[src/rtl/fetch_sequencer_if.sv]
// Issue-stage and ROM-side signals of the fetch sequencer, bundled for port hookup.
// The sequencer drives the master modport; the ROM/issue side uses the slave modport.
interface fetch_sequencer_if #(
  parameter int PC_W = 15
);
  logic            stall;
  logic [1:0]      issue_cnt;
  logic            br_valid;
  logic [PC_W-1:0] br_target;
  logic [15:0]     ir_0;
  logic [15:0]     ir_1;
  logic [PC_W-2:0] rom_addr;
  logic            pc_1;
  logic            sel_mem_1;
  logic [1:0]      sel_mem_0;
  logic [1:0]      inst_valid;
  logic [PC_W-1:0] pc_out;

  modport master (
    input  stall, issue_cnt, br_valid, br_target, ir_0, ir_1,
    output rom_addr, pc_1, sel_mem_1, sel_mem_0, inst_valid, pc_out
  );

  modport slave (
    output stall, issue_cnt, br_valid, br_target, ir_0, ir_1,
    input  rom_addr, pc_1, sel_mem_1, sel_mem_0, inst_valid, pc_out
  );
endinterface

[src/rtl/fetch_sequencer.sv]
// Dual-bank ROM fetch sequencer: up to two in-order instructions per cycle, branch redirect, halt.
// Zero-cycle fetch latency (combinational ROM); stall freezes the PC, branches insert one bubble.
module fetch_sequencer #(
  parameter int          PC_W        = 15,
  parameter logic [15:0] HALT_OPCODE = 16'h0000,
  parameter int          CNT_W       = 32
) (
  input  logic             clk,
  input  logic             rst_n,
  input  logic             start,
  fetch_sequencer_if.master bus,
  output logic             halted,
  output logic [CNT_W-1:0] retired,
  output logic [CNT_W-1:0] cycles
);

  typedef enum logic [1:0] {
    S_IDLE,
    S_FETCH,
    S_BUBBLE,
    S_HALT
  } state_t;

  state_t          state, state_nxt;
  logic [PC_W-1:0] pc, pc_nxt;
  logic [1:0]      n_vld;
  logic [1:0]      issue_clamp;
  logic [1:0]      acc;
  logic [CNT_W:0]  retired_sum;
  logic            cycle_tick;

  // Number of slots ahead of the first halt marker.
  always_comb begin
    n_vld = 2'd2;
    if (bus.ir_0 == HALT_OPCODE) begin
      n_vld = 2'd0;
    end else if (bus.ir_1 == HALT_OPCODE) begin
      n_vld = 2'd1;
    end
  end

  assign issue_clamp = (bus.issue_cnt == 2'd3) ? 2'd2 : bus.issue_cnt;

  always_comb begin
    state_nxt      = state;
    pc_nxt         = pc;
    acc            = 2'd0;
    bus.inst_valid = 2'b00;
    case (state)
      S_IDLE: begin
        if (start) begin
          pc_nxt    = '0;
          state_nxt = S_FETCH;
        end
      end
      S_FETCH: begin
        case (n_vld)
          2'd0:    bus.inst_valid = 2'b00;
          2'd1:    bus.inst_valid = 2'b01;
          default: bus.inst_valid = 2'b11;
        endcase
        if (bus.br_valid) begin
          pc_nxt    = bus.br_target;
          state_nxt = S_BUBBLE;
        end else if (n_vld == 2'd0) begin
          state_nxt = S_HALT;
        end else if (!bus.stall) begin
          acc    = (issue_clamp < n_vld) ? issue_clamp : n_vld;
          pc_nxt = pc + PC_W'(acc);
        end
      end
      S_BUBBLE: begin
        if (bus.br_valid) begin
          pc_nxt = bus.br_target;
        end else begin
          state_nxt = S_FETCH;
        end
      end
      default: begin
        state_nxt = S_HALT;
      end
    endcase
  end

  assign retired_sum = {1'b0, retired} + (CNT_W+1)'(acc);
  assign cycle_tick  = (state == S_FETCH) || (state == S_BUBBLE);

  always_ff @(posedge clk or negedge rst_n) begin
    if (!rst_n) begin
      state   <= S_IDLE;
      pc      <= '0;
      retired <= '0;
      cycles  <= '0;
    end else begin
      state   <= state_nxt;
      pc      <= pc_nxt;
      retired <= retired_sum[CNT_W] ? {CNT_W{1'b1}} : retired_sum[CNT_W-1:0];
      if (cycle_tick && (cycles != {CNT_W{1'b1}})) begin
        cycles <= cycles + 1'b1;
      end
    end
  end

  // Odd PC: slot 0 comes from bank1, slot 1 from bank0 (which reads row+1).
  assign bus.rom_addr  = pc[PC_W-1:1];
  assign bus.pc_1      = pc[0];
  assign bus.sel_mem_1 = ~pc[0];
  assign bus.sel_mem_0 = pc[0] ? 2'd2 : 2'd0;
  assign bus.pc_out    = pc;
  assign halted        = (state == S_HALT);

endmodule

[src/flat_wrapper.sv]
// flat-port wrapper written by rule: the top's interface ports become plain ports
module fetch_sequencer_flat 
#(
  parameter int          PC_W        = 15,
  parameter logic [15:0] HALT_OPCODE = 16'h0000,
  parameter int          CNT_W       = 32
)
  (clk, rst_n, start, halted, retired, cycles, bus_stall, bus_issue_cnt, bus_br_valid, bus_br_target, bus_ir_0, bus_ir_1, bus_rom_addr, bus_pc_1, bus_sel_mem_1, bus_sel_mem_0, bus_inst_valid, bus_pc_out);
  fetch_sequencer_if #(.PC_W(PC_W)) bus_i ();
  input  logic clk;
  input  logic rst_n;
  input  logic start;
  output logic halted;
  output logic [CNT_W-1:0] retired;
  output logic [CNT_W-1:0] cycles;
  input wire logic [$bits(bus_i.stall)-1:0] bus_stall;
  input wire logic [$bits(bus_i.issue_cnt)-1:0] bus_issue_cnt;
  input wire logic [$bits(bus_i.br_valid)-1:0] bus_br_valid;
  input wire logic [$bits(bus_i.br_target)-1:0] bus_br_target;
  input wire logic [$bits(bus_i.ir_0)-1:0] bus_ir_0;
  input wire logic [$bits(bus_i.ir_1)-1:0] bus_ir_1;
  output wire logic [$bits(bus_i.rom_addr)-1:0] bus_rom_addr;
  output wire logic [$bits(bus_i.pc_1)-1:0] bus_pc_1;
  output wire logic [$bits(bus_i.sel_mem_1)-1:0] bus_sel_mem_1;
  output wire logic [$bits(bus_i.sel_mem_0)-1:0] bus_sel_mem_0;
  output wire logic [$bits(bus_i.inst_valid)-1:0] bus_inst_valid;
  output wire logic [$bits(bus_i.pc_out)-1:0] bus_pc_out;
  assign bus_i.stall = bus_stall;
  assign bus_i.issue_cnt = bus_issue_cnt;
  assign bus_i.br_valid = bus_br_valid;
  assign bus_i.br_target = bus_br_target;
  assign bus_i.ir_0 = bus_ir_0;
  assign bus_i.ir_1 = bus_ir_1;
  assign bus_rom_addr = bus_i.rom_addr;
  assign bus_pc_1 = bus_i.pc_1;
  assign bus_sel_mem_1 = bus_i.sel_mem_1;
  assign bus_sel_mem_0 = bus_i.sel_mem_0;
  assign bus_inst_valid = bus_i.inst_valid;
  assign bus_pc_out = bus_i.pc_out;
  fetch_sequencer #(.PC_W(PC_W), .HALT_OPCODE(HALT_OPCODE), .CNT_W(CNT_W)) u_core (.clk(clk), .rst_n(rst_n), .start(start), .bus(bus_i), .halted(halted), .retired(retired), .cycles(cycles));
endmodule
[config.mk]
export PLATFORM = sky130hd
export DESIGN_NAME = fetch_sequencer_flat
export DESIGN_NICKNAME = d
export VERILOG_FILES = /design/src/rtl/fetch_sequencer_if.sv /design/src/rtl/fetch_sequencer.sv /design/src/flat_wrapper.sv
export SDC_FILE = /design/constraint.sdc
export NUM_CORES = 1
export LEC_CHECK = 0
export ABC_AREA = 1
export BUFFER_PORTS_ARGS = -buffer_cell sky130_fd_sc_hd__buf_2
export CORE_MARGIN = 5
export CORE_UTILIZATION = 54
export CTS_CLUSTER_SIZE = 12
export DETAILED_ROUTE_END_ITERATION = 10
export PLACE_DENSITY = 0.82
export SLEW_MARGIN = 20
export SYNTH_ARGS = -nofsm -noshare
export SYNTH_HDL_FRONTEND = slang
export SYNTH_SLANG_ARGS = --single-unit
[constraint.sdc]
create_clock -name clk -period 3 [get_ports clk]
set_clock_uncertainty 0.05 [all_clocks]
set_input_delay 0.3 -clock clk [delete_from_list [all_inputs] [get_ports clk]]
set_output_delay 0.3 -clock clk [all_outputs]
set_load 0.01 [all_outputs]
==> impl_metrics.py, run 1 <==
metrics = {
    "sta": {
        "finalSetupViolCount": 0,
        "fmax_ghz": 0.3504,
        "hold_violations": 81,
        "fin_crit_sh_pct": 95.14,
        "relSlewSlack_pct": 49.57,
        "hold_slack_ps": -82.32,
        "final-max-slew-violation-count": 0,
        "tightestPinTransition_ps": 756.5,
        "min_period_ps": 2854,
    },
    "worst_setup_path": {
        "crit_type": "in -> reg",
        "timing.rr.start": "u_core.state[1]$_DFFE_PN0P_",
        "critPathMaxFanout": 5,
        "worstPathRequired_ps": 3240,
        "startpoint": "bus_ir_1[11]",
        "crit_arrival_ps": 3100,
        "rr_worst_depth": 15,
        "end_kind": "flop",
        "path_buf_inv": 4,
        "path_delay_family": "simple AND/OR/NAND/NOR gates",
        "crit_top_cell": "nor2_4",
        "worst-path-stages": 19,
        "slowest_delay_ps": 420,
        "path_cells": "buf_2, nor2_1, nand4_1, nor2_1, inv_1, nand2_2, ha_1, o22ai_2, nand2_2, nor2_4, ha_4, inv_1, fa_2, nor2_4, nand3_4, nor2_4, nand4_1, buf_2, nand3_1",
        "slowest_stage": "fa_2",
        "cp-start-kind": "primary input",
    },
    "floorplan": {
        "ios": 154,
        "initial_core_util_pct": 55.73,
        "die-area_um2": 12870,
        "rows": 37,
        "die_width_um": 113.5,
        "coreArea_um2": 10370,
        "die_y_um": 113.5,
    },
    "logic_synthesis": {
        "synth-edff-count": 0,
        "synth_warnings": 0,
        "async_flop_share_pct": 100.0,
        "synth.distinct_cells": 39,
        "ys_ff_latch": 81,
        "netlist_instances": 878,
        "synth_area_per_cell_um2": 6.582,
        "synth_top_flop_cell": "dfrtp_1",
        "synth-seq-area-share_pct": 35.07,
        "synth_area_um2": 5779,
        "synthesis.nets": 945,
    },
    "pwr": {
        "comb_power_share_pct": 43.0,
        "p_sw_share_pct": 45.35,
        "seq_power_share_pct": 38.4,
        "p_sw_mw": 1.721,
        "ir_drop_uv": 563.8,
        "leakage_nw": 3.681,
        "p_int_mw": 2.075,
        "total_power_mw": 3.796,
        "pwr_density_cell_nw_per_um2": 551.4,
        "clkPwrFrac_pct": 18.6,
    },
    "global_routing": {
        "grt_pass1_vias": 5673,
        "antenna_found_initial": 0,
        "grt_pass1_wl_um": 26990,
        "grt_usage_pct": 25.33,
        "grt_start_max_net_pins": 82,
        "gr-total-overflow": 0,
    },
    "detailed_routing": {
        "viasPerCell": 5.174,
        "routed_wl_um": 16280,
        "drc": 0,
        "postRouteAntennaNets": 0,
        "drt_pass1_iterations": 6,
        "via_count": 6054,
        "dr.first_iter.drc_count": 566,
        "detail_route.wl_per_cell_um": 13.92,
    },
    "place": {
        "dpl.hpwl_um": 12300,
        "gp_congestion": 0.9416,
        "io_buffers": 152,
        "dpl-instance-area_um2": 6633,
        "dp_cells": 1154,
    },
    "clock_tree": {
        "hold_buffers": 0,
        "path_clk_slew_ps": 80,
        "clockBufferDepth": 2,
        "clkLatencyLatePin_ps": 360,
        "cts-buffers-inserted": 9,
        "htreeDepth": 3,
        "cts_tree": "yes",
        "clock_sink_count": 81,
        "cts_root_buf": "clkbuf_8",
    },
    "finish": {
        "nFillCells": 978,
        "antenna_cells": 0,
        "most-common-layout-cells": "343 x nand2_1, 152 x buf_2, 97 x nor2_1",
        "finish.utilization_pct": 66.39,
        "final_common_cell": "nand2_1",
        "fin_area_um2": 6884,
        "area_delta_synth_final_pct": 19.12,
        "final_cells": 1170,
        "fin_nets": 1099,
        "drive_gt1_share_pct": 22.63,
    },
    "run_status": {
        "violations": "hold timing",
        "status": "finished, violations left",
    },
    "flow_run": {
        "cap_viol_max_count": 0,
    },
    "min_path": {
        "hold_class": "in -> async",
    },
}
[sequential cells by signal (all words and copies together), names as in the netlist]
| name | count |
|---|---|
| u_core.state | 2 |
| u_core.retired | 32 |
| u_core.bus.pc_out | 15 |
| u_core.cycles | 32 |
[through the flow]
| stage | TNS (ps) | setup slack [ps] |
|---|---|---|
| floorplan | 0 | 161.7 |
| CTS | 0 | 153.4 |
| global placement | -2254 | -130.1 |
| finish | 0 | 145.9 |
| global route | -1418 | -79.39 |
| detailed placement | -4302 | -240.3 |
[final timing paths]
path,slack [ps],endpoint
max,150,u_core.retired[29]$_DFF_PN0_
min,-80,u_core.cycles[10]$_DFFE_PN0P_
max reg2reg,150,u_core.retired[29]$_DFF_PN0_
min reg2reg,480,u_core.retired[31]$_DFF_PN0_
max in group asynchronous,2450,u_core.cycles[9]$_DFFE_PN0P_
min in group clk,200,u_core.bus.pc_out[10]$_DFFE_PN0P_
[what timing repair did]
action	CTS	global route
endpoints found under the setup margin	0	32
resized for setup	0	20
setup buffers	0	1
[cell families (layout without fill, tap and decap cells)]
| kind of cell | Yosys count | count (layout) | synth area share, % |
|---|---|---|---|
| and+or+nand+nor | 578 | 578 | 42.22 |
| buffers and inverters | 130 | 286 | 10.46 |
| DFF | 81 | 81 | 35.07 |
| AOI/OAI and AO/OA | 53 | 53 | 5.780 |
| xor gates and xnor gates | 22 | 22 | 3.334 |
| adders and majority gates | 13 | 13 | 3.074 |
| other | 1 | 1 | 0.06489 |
[cell usage after synthesis (2+ instances only)]
cell type,count,area share (%)
nand2_1,345,22
nor2_1,100,6.5
inv_1,94,6.1
dfrtp_1,81,35
nand3_1,52,4.5
nor3_1,28,2.4
o21ai_0,26,2.3
nand4_1,20,2.2
buf_4,19,2.5
xor2_1,19,2.9
ha_1,11,2.4
o21ai_2,11,1.7
or2_2,11,1.2
nand3b_1,7,0.91
buf_6,5,0.97
clkbuf_1,5,0.32
buf_2,4,0.35
a21oi_1,3,0.26
nand2_2,3,0.32
nand3_2,3,0.52
o21ai_1,3,0.26
o21bai_1,3,0.39
xnor2_1,3,0.45
a22o_1,2,0.30
fa_1,2,0.69
inv_2,2,0.13
nor2_2,2,0.22
nor3_2,2,0.35
nor4_1,2,0.22
[power by group through the flow]
stage	Combinational, mW	Clock, mW	Sequential, mW
after detailed placement	1.63	0	1.47
after floorplan	1.26	0	1.49
after global routing	1.84	0.760	1.49
after CTS	1.63	0.715	1.45
after global placement	1.60	0	1.46
final	1.63	0.705	1.46
[cell type report]
cell class	instances	area [um2]	area share (%)
Clock buffer	12	145.1	2.108
Sequential cell	81	2027	29.44
Inverter	97	366.6	5.325
Timing Repair Buffer	176	955.9	13.89
Tap cell	136	170.2	2.472
Multi-Input combinational cell	667	3214	46.69
Clock inverter	1	5.005	0.07270
[layer usage]
layer / wire length (um) / global-route usage, % / part of all wire [%] / up-vias
met5: 0 / 0 / 0 / -
met4: 246 / 6.811 / 1.5 / 0
met3: 1294 / 5.093 / 7.9 / 24
met2: 7487 / 40.52 / 46 / 237
met1: 7253 / 35.23 / 45 / 2752
li1: - / - / - / 3041
(Power assumes the default switching activity.)
==> run 2: changes to the inputs <==
--- a/config.mk
+++ b/config.mk
@@ -6,7 +6,7 @@
 export NUM_CORES = 1
 export LEC_CHECK = 0
 export ABC_AREA = 1
-export BUFFER_PORTS_ARGS = -buffer_cell sky130_fd_sc_hd__buf_2
+export BUFFER_PORTS_ARGS = -buffer_cell sky130_fd_sc_hd__buf_4
 export CORE_MARGIN = 5
 export CORE_UTILIZATION = 54
 export CTS_CLUSTER_SIZE = 12
==> run 2 against run 1 <==
The flow now finishes without violations. Worst hold slack improved by 270 ps. Clock power grew 16%. Flip-flop and latch count is the same. Combinational power rose by 8%. Via count rose by 0.89%. Cell area rose by 6.4%. Core utilization up 4.3 points. Critical path depth rose by 1. Power increased by 6.3%. Global-route usage increased by 0.32 points.
==> impl_metrics.py, run 2 (synthesis results as in run 1) <==
metrics = {
    "finish": {
        "final_cells": 1178,
        "final_common_cell": "nand2_1",
        "area_delta_synth_final_pct": 26.76,
        "antenna_cells": 0,
        "fin_nets": 1104,
        "drive_gt1_share_pct": 23.32,
        "most-common-layout-cells": "344 x nand2_1, 174 x buf_4, 94 x nor2_1, 94 x inv_1, 81 x dfrtp_1",
    },
    "place": {
        "dp_cells": 1157,
        "gp_congestion": 0.9765,
        "io_buffers": 152,
        "pre_cts_slack_ps": -279.1,
        "dpl.hpwl_um": 12620,
    },
    "sta": {
        "finalSetupViolCount": 0,
        "relSlewSlack_pct": 56.19,
        "worst_slack_ps": 184.8,
        "finalSetupTns_ps": 0,
        "fin_crit_sh_pct": 93.84,
        "hold_violations": 0,
        "tightestPinTransition_ps": 657.2,
        "final-max-slew-violation-count": 0,
        "fmax_ghz": 0.3552,
        "min_period_ps": 2815,
    },
    "detailed_routing": {
        "routed_wl_um": 16440,
        "drt_pass1_iterations": 5,
        "dr.first_iter.drc_count": 447,
        "drc": 0,
        "postRouteAntennaNets": 0,
        "detail_route.wl_per_cell_um": 13.96,
        "via_count": 6108,
        "viasPerCell": 5.185,
    },
    "pwr": {
        "pwr_density_cell_nw_per_um2": 551.0,
        "seq_power_share_pct": 36.2,
        "p_sw_share_pct": 43.02,
        "leakage_nw": 3.777,
        "comb_power_share_pct": 43.6,
        "clkPwrFrac_pct": 20.3,
        "p_sw_mw": 1.737,
        "ir_drop_uv": 485.5,
        "p_int_mw": 2.300,
    },
    "global_routing": {
        "grt_usage_pct": 25.65,
        "grt_start_max_net_pins": 52,
        "grt_pass1_wl_um": 27050,
        "gr-total-overflow": 0,
        "grt_pass1_vias": 5612,
        "met1_usage_pct": 36.00,
        "busiest_layer": "met2",
        "use_met3_pct": 4.509,
        "antenna_found_initial": 0,
        "grt.met2_usage_pct": 41.47,
    },
    "flow_run": {
        "cap_viol_max_count": 0,
    },
    "clock_tree": {
        "path_clk_slew_ps": 80,
        "htreeDepth": 3,
        "cts_root_buf": "clkbuf_8",
        "clock_sink_count": 81,
        "clockBufferDepth": 2,
        "clkLatencyLatePin_ps": 360,
        "cts-buffers-inserted": 9,
        "cts_tree": "yes",
    },
    "min_path": {
        "hold_class": "in -> reg",
    },
    "worst_setup_path": {
        "worstPathRequired_ps": 3250,
        "end_kind": "flop",
        "path_cells": "buf_4, nor2_1, nand4_1, nor2_1, inv_1, nand2_1, ha_1, o22ai_2, nand2_2, nor2_4, ha_2, inv_1, fa_2, nor2_4, nand3_2, nor2_2, nand4_1, buf_6, buf_2, nand3_1",
        "slowest_stage": "fa_2",
        "crit_type": "in -> reg",
        "cp-start-kind": "primary input",
        "critPathMaxFanout": 6,
        "path_buf_inv": 5,
        "path_delay_family": "simple AND/OR/NAND/NOR gates",
        "slowest_delay_ps": 420,
        "crit_arrival_ps": 3060,
    },
    "floorplan": {
        "die_width_um": 113.5,
        "ios": 154,
        "rows": 37,
        "die-area_um2": 12870,
        "initial_core_util_pct": 55.73,
        "die_y_um": 113.5,
        "coreArea_um2": 10370,
    },
    "run_status": {
        "status": "finished, final reports clean",
    },
}
-- run 2: cell types whose count changed in the layout (fill, tap and decap cells not counted), moves of 2 or more --
cell        delta
nor2_1         -3
buf_2        -150
buf_4        +154
nor2_2         +4
clkinvlp_4     +2
-- run 2: power by group through the flow --
stage,logic (mW),clock network [mW],registers [mW]
detailed placement,1.76,0,1.48
global placement,1.73,0,1.47
floorplan,1.26,0,1.49
CTS,1.77,0.837,1.46
finish,1.76,0.818,1.46
global route,1.97,0.888,1.49
-- run 2: worst min-delay path, stage by stage --
cell and delay [ps]:
buf_4 90, nand2_1 40, nand2_1 50, nand2_1 40, nand2_1 40
-- run 2: area by class of cell --
cell class	instances	area, um2
clock buffer	11	141.4
clock inverter	5	55.05
fill	938	3044
inverter	97	366.6
multi-input combinational	667	3194
sequential	81	2027
tap	136	170.2
timing repair buffer	181	1371
-- run 2: layer usage --
layer	wire length [um]	part of all wire [%]	vias up
met4	167	1.0	0
met5	0	0	-
met2	7539	46	246
met1	7165	44	2788
li1	-	-	3056
met3	1567	9.5	18
-- run 2: repair_timing --
item	4_1_cts	5_1_grt
endpoints found under the setup margin	0	32
hold buffers	1	0
buffers inserted	0	2
resized for setup	0	19
endpoints found under the hold margin	49	0
-- run 2: worst paths after layout --
path / slack [ps] / end / cells after the start / startpoint
worst max-delay path: 180 / u_core.retired[29]$_DFF_PN0_ / 20 / bus_ir_1[9]
worst min-delay path: 190 / u_core.bus.pc_out[11]$_DFFE_PN0P_ / 5 / bus_br_target[11]
worst max register to register: 270 / u_core.retired[29]$_DFF_PN0_ / 16 / u_core.state[1]$_DFFE_PN0P_
worst min register to register: 480 / u_core.retired[31]$_DFF_PN0_ / 2 / u_core.retired[31]$_DFF_PN0_
max in group asynchronous: 1730 / u_core.cycles[25]$_DFFE_PN0P_ / 3 / rst_n
min in group asynchronous: 460 / u_core.cycles[10]$_DFFE_PN0P_ / 2 / rst_n
-- run 2: stage by stage --
step                      util [%]  instance area (um2)  hold slack, ps  power [mW]
after CTS                    69.81                 7239           171.2       4.067
after global routing         70.64                 7326           200.0       4.350
after global placement       67.82                 7033           319.3       3.209
after detailed placement     67.82                 7033           325.9       3.240
after floorplan                  -                 5779          -45.59       2.742
final                        70.64                 7326           185.8       4.037
==> run 3: changes to the inputs <==
--- a/config.mk
+++ b/config.mk
@@ -5,13 +5,13 @@
 export SDC_FILE = /design/constraint.sdc
 export NUM_CORES = 1
 export LEC_CHECK = 0
-export ABC_AREA = 1
+export ABC_AREA = 0
 export BUFFER_PORTS_ARGS = -buffer_cell sky130_fd_sc_hd__buf_4
 export CORE_MARGIN = 5
-export CORE_UTILIZATION = 54
+export CORE_UTILIZATION = 51
 export CTS_CLUSTER_SIZE = 12
 export DETAILED_ROUTE_END_ITERATION = 10
-export PLACE_DENSITY = 0.82
+export PLACE_DENSITY = 0.8
 export SLEW_MARGIN = 20
 export SYNTH_ARGS = -nofsm -noshare
 export SYNTH_HDL_FRONTEND = slang
==> run 3 against run 2 <==
The run now ends with setup timing left. Count of clock-buffer cells in the layout down 1. Largest cell class unchanged. Largest power group is now registers. Global-route usage is 2.4 points lower. Clock power shrank 6.8%. Routed wire length fell by 21%. Sequential power hardly changed. Power down 9.2%. Critical path depth decreased by 4. Die area decreased by 13%. Highest routed layer unchanged. Non-clock buffer count increased by 8. First-iteration DRC count down 47%.
==> impl_metrics.py, run 3 <==
metrics = {
    "finish": {
        "finish.utilization_pct": 70.92,
        "fin_nets": 735,
        "most-common-layout-cells": "172 x buf_4, 81 x dfrtp_1, 56 x nand2_1",
        "register_area_um2": 2027,
        "multi_input_area_um2": 2556,
        "nFillCells": 709,
        "antenna_cells": 0,
        "area_delta_synth_final_pct": 38.01,
        "final_common_cell": "buf_4",
        "drive_gt1_share_pct": 36.55,
        "final_cells": 784,
    },
    "logic_synthesis": {
        "async_flop_share_pct": 100.0,
        "yosysMostFrequentCell": "dfrtp_1",
        "synth_common_cells": "81 x dfrtp_1, 63 x nand2_1, 29 x nor2_1, 28 x nand3_1, 26 x xor2_1",
        "synth-edff-count": 0,
        "synth_top_area_share_pct": 43.30,
        "ys_ff_latch": 81,
        "synth-seq-area-share_pct": 43.30,
        "synth_area_per_cell_um2": 9.361,
        "synth_top_flop_cell": "dfrtp_1",
        "yosysTopAreaCell": "dfrtp_1",
        "synthesis.nets": 567,
        "netlist_instances": 500,
        "synth_warnings": 0,
        "synth.distinct_cells": 51,
        "synth.area.top_cells": "dfrtp_1 43%, nand2_1 5.1%, xor2_1 4.9%, xnor2_1 4.5%, nand4_1 3.1%",
        "synth_area_um2": 4681,
    },
    "global_routing": {
        "grt_pass1_wl_um": 21490,
        "grt_start_max_net_pins": 82,
        "gr-total-overflow": 0,
        "antenna_found_initial": 0,
        "grt_pass1_vias": 4550,
        "grt_usage_pct": 23.24,
    },
    "floorplan": {
        "die_width_um": 105.8,
        "die_y_um": 105.8,
        "coreArea_um2": 9109,
        "die-area_um2": 11190,
        "ios": 154,
        "initial_core_util_pct": 51.39,
        "rows": 35,
    },
    "detailed_routing": {
        "detail_route.wl_per_cell_um": 16.63,
        "postRouteAntennaNets": 0,
        "via_count": 4422,
        "dr.first_iter.drc_count": 235,
        "drt_pass1_iterations": 5,
        "drc": 0,
        "routed_wl_um": 13040,
        "viasPerCell": 5.640,
    },
    "place": {
        "dp_cells": 758,
        "io_buffers": 152,
        "dpl.hpwl_um": 9368,
        "gp_congestion": 0.9660,
    },
    "sta": {
        "hold_slack_ps": 190.2,
        "fin_crit_sh_pct": 104.3,
        "tightestPinTransition_ps": 733.1,
        "finalSetupViolCount": 34,
        "finalSetupTns_ps": -1624,
        "final-max-slew-violation-count": 0,
        "rsz0062_at_grt": "true",
        "fmax_ghz": 0.3197,
        "hold_violations": 0,
        "worst_slack_ps": -128.2,
        "min_period_ps": 3128,
        "relSlewSlack_pct": 51.13,
    },
    "worst_setup_path": {
        "crit_type": "in -> reg",
        "slowest_delay_ps": 330,
        "cp-start-kind": "primary input",
        "path_cells": "buf_6, nor4_4, nand4_1, buf_4, buf_4, nor2b_1, o22a_1, and2_4, ha_4, inv_2, fa_2, nand4b_4, nor4b_4, and3_4, nand3_2, mux2_4",
        "crit_top_cell": "buf_4",
        "path_delay_family": "simple AND/OR/NAND/NOR gates",
        "path_buf_inv": 4,
        "slowest_stage": "fa_2",
        "end_kind": "flop",
        "critPathMaxFanout": 3,
        "worstPathRequired_ps": 3190,
        "crit_arrival_ps": 3320,
    },
    "pwr": {
        "leakage_nw": 3.216,
        "seq_power_share_pct": 39.9,
        "p_sw_mw": 1.416,
        "pwr_density_cell_nw_per_um2": 567.2,
        "p_sw_share_pct": 38.66,
        "clkPwrFrac_pct": 20.8,
        "ir_drop_uv": 451.3,
        "p_int_mw": 2.247,
        "total_power_mw": 3.664,
        "comb_power_share_pct": 39.3,
    },
    "flow_run": {
        "cap_viol_max_count": 0,
    },
    "clock_tree": {
        "clockBufferDepth": 2,
        "cts-buffers-inserted": 9,
        "clkLatencyLatePin_ps": 350,
        "path_clk_slew_ps": 90,
        "htreeDepth": 3,
        "cts_tree": "yes",
        "cts_root_buf": "clkbuf_8",
        "clock_sink_count": 81,
    },
    "run_status": {
        "violations": "setup timing",
        "status": "finished, violations left",
    },
    "min_path": {
        "hold_class": "in -> reg",
    },
}
## run 3: changes by cell type after synthesis, sizes merged, moves of 8 or more
cell | before | now
or2 | 12 | 2
xnor2 | 3 | 24
nor4 | 2 | 18
nand3 | 55 | 31
o21ai | 40 | 25
a21oi | 3 | 16
nand2 | 349 | 63
nor2 | 103 | 29
a31oi | 0 | 8
nor3 | 30 | 13
and3 | 0 | 15
inv | 97 | 16
## run 3: final cells by class
type / instances / area share, %
clock buffer: 10 / 2.131
tap: 111 / 2.150
multi-input combinational: 371 / 39.57
sequential: 81 / 31.38
clock inverter: 6 / 0.7747
timing repair buffer: 189 / 23.07
inverter: 16 / 0.9297
## run 3: metal layers
metal  wire, um  up-vias  global-route usage (%)
met1       5309     2152                   28.53
met4        308        0                   8.141
met3        714       29                   4.532
met2       6704      141                   40.66
met5          0        -                       0
li1           -     2100                       -
## run 3: timing repair
item / in CTS / in global routing
endpoints found under the setup margin: 31 / 40
setup buffers: 7 / 2
pin swaps: 3 / 9
hold buffers: 0 / 1
gates resized for setup: 33 / 14
hold endpoints to repair: 0 / 28
## run 3: cells by family (layout without fill, tap and decap cells)
| group | Yosys count | after routing | synth area share [%] |
|---|---|---|---|
| other | 1 | 1 | 0.08012 |
| AO/OA/AOI/OAI | 74 | 74 | 9.677 |
| XOR/XNOR | 50 | 50 | 9.356 |
| buffers and inverters | 48 | 221 | 5.827 |
| AND/OR/NAND/NOR | 227 | 227 | 26.52 |
| multiplexers | 6 | 6 | 1.443 |
| flip-flops | 81 | 81 | 43.30 |
| adder cells (fa/ha/maj) | 13 | 13 | 3.796 |
## run 3: tightest hold or removal path: stages
cell	delay, ps
buf_4	80
a32oi_1	40
o21ai_0	130
## run 3: power groups by stage
stage               Combinational (mW)  Sequential, mW  Clock [mW]
finish                            1.44            1.46       0.762
global route                      1.58            1.49       0.848
detailed placement                1.39            1.47           0
global placement                  1.35            1.46           0
CTS                               1.43            1.45       0.778
floorplan                        0.777            1.48           0
## run 3: worst paths after layout
kind	start	endpoint	slack (ps)	cells past startpoint
worst max-delay path	bus_ir_1[9]	u_core.retired[30]$_DFF_PN0_	-130	16
worst min-delay path	bus_br_target[2]	u_core.bus.pc_out[2]$_DFFE_PN0P_	190	3
worst max register to register	u_core.state[1]$_DFFE_PN0P_	u_core.retired[30]$_DFF_PN0_	30	13
worst min register to register	u_core.cycles[13]$_DFFE_PN0P_	u_core.cycles[13]$_DFFE_PN0P_	460	1
max in group asynchronous	rst_n	u_core.bus.pc_out[13]$_DFFE_PN0P_	1890	2
min in group asynchronous	rst_n	u_core.retired[6]$_DFF_PN0_	500	2
## run 3: stage by stage
stage | instance area, um2 | worst slack [ps]
2_1_floorplan | 4713 | -454.2
3_3_place_gp | 5996 | -410.7
3_5_place_dp | 5996 | -595.6
4_1_cts | 6371 | -82.51
5_1_grt | 6460 | -209.2
6_report | 6460 | -128.2
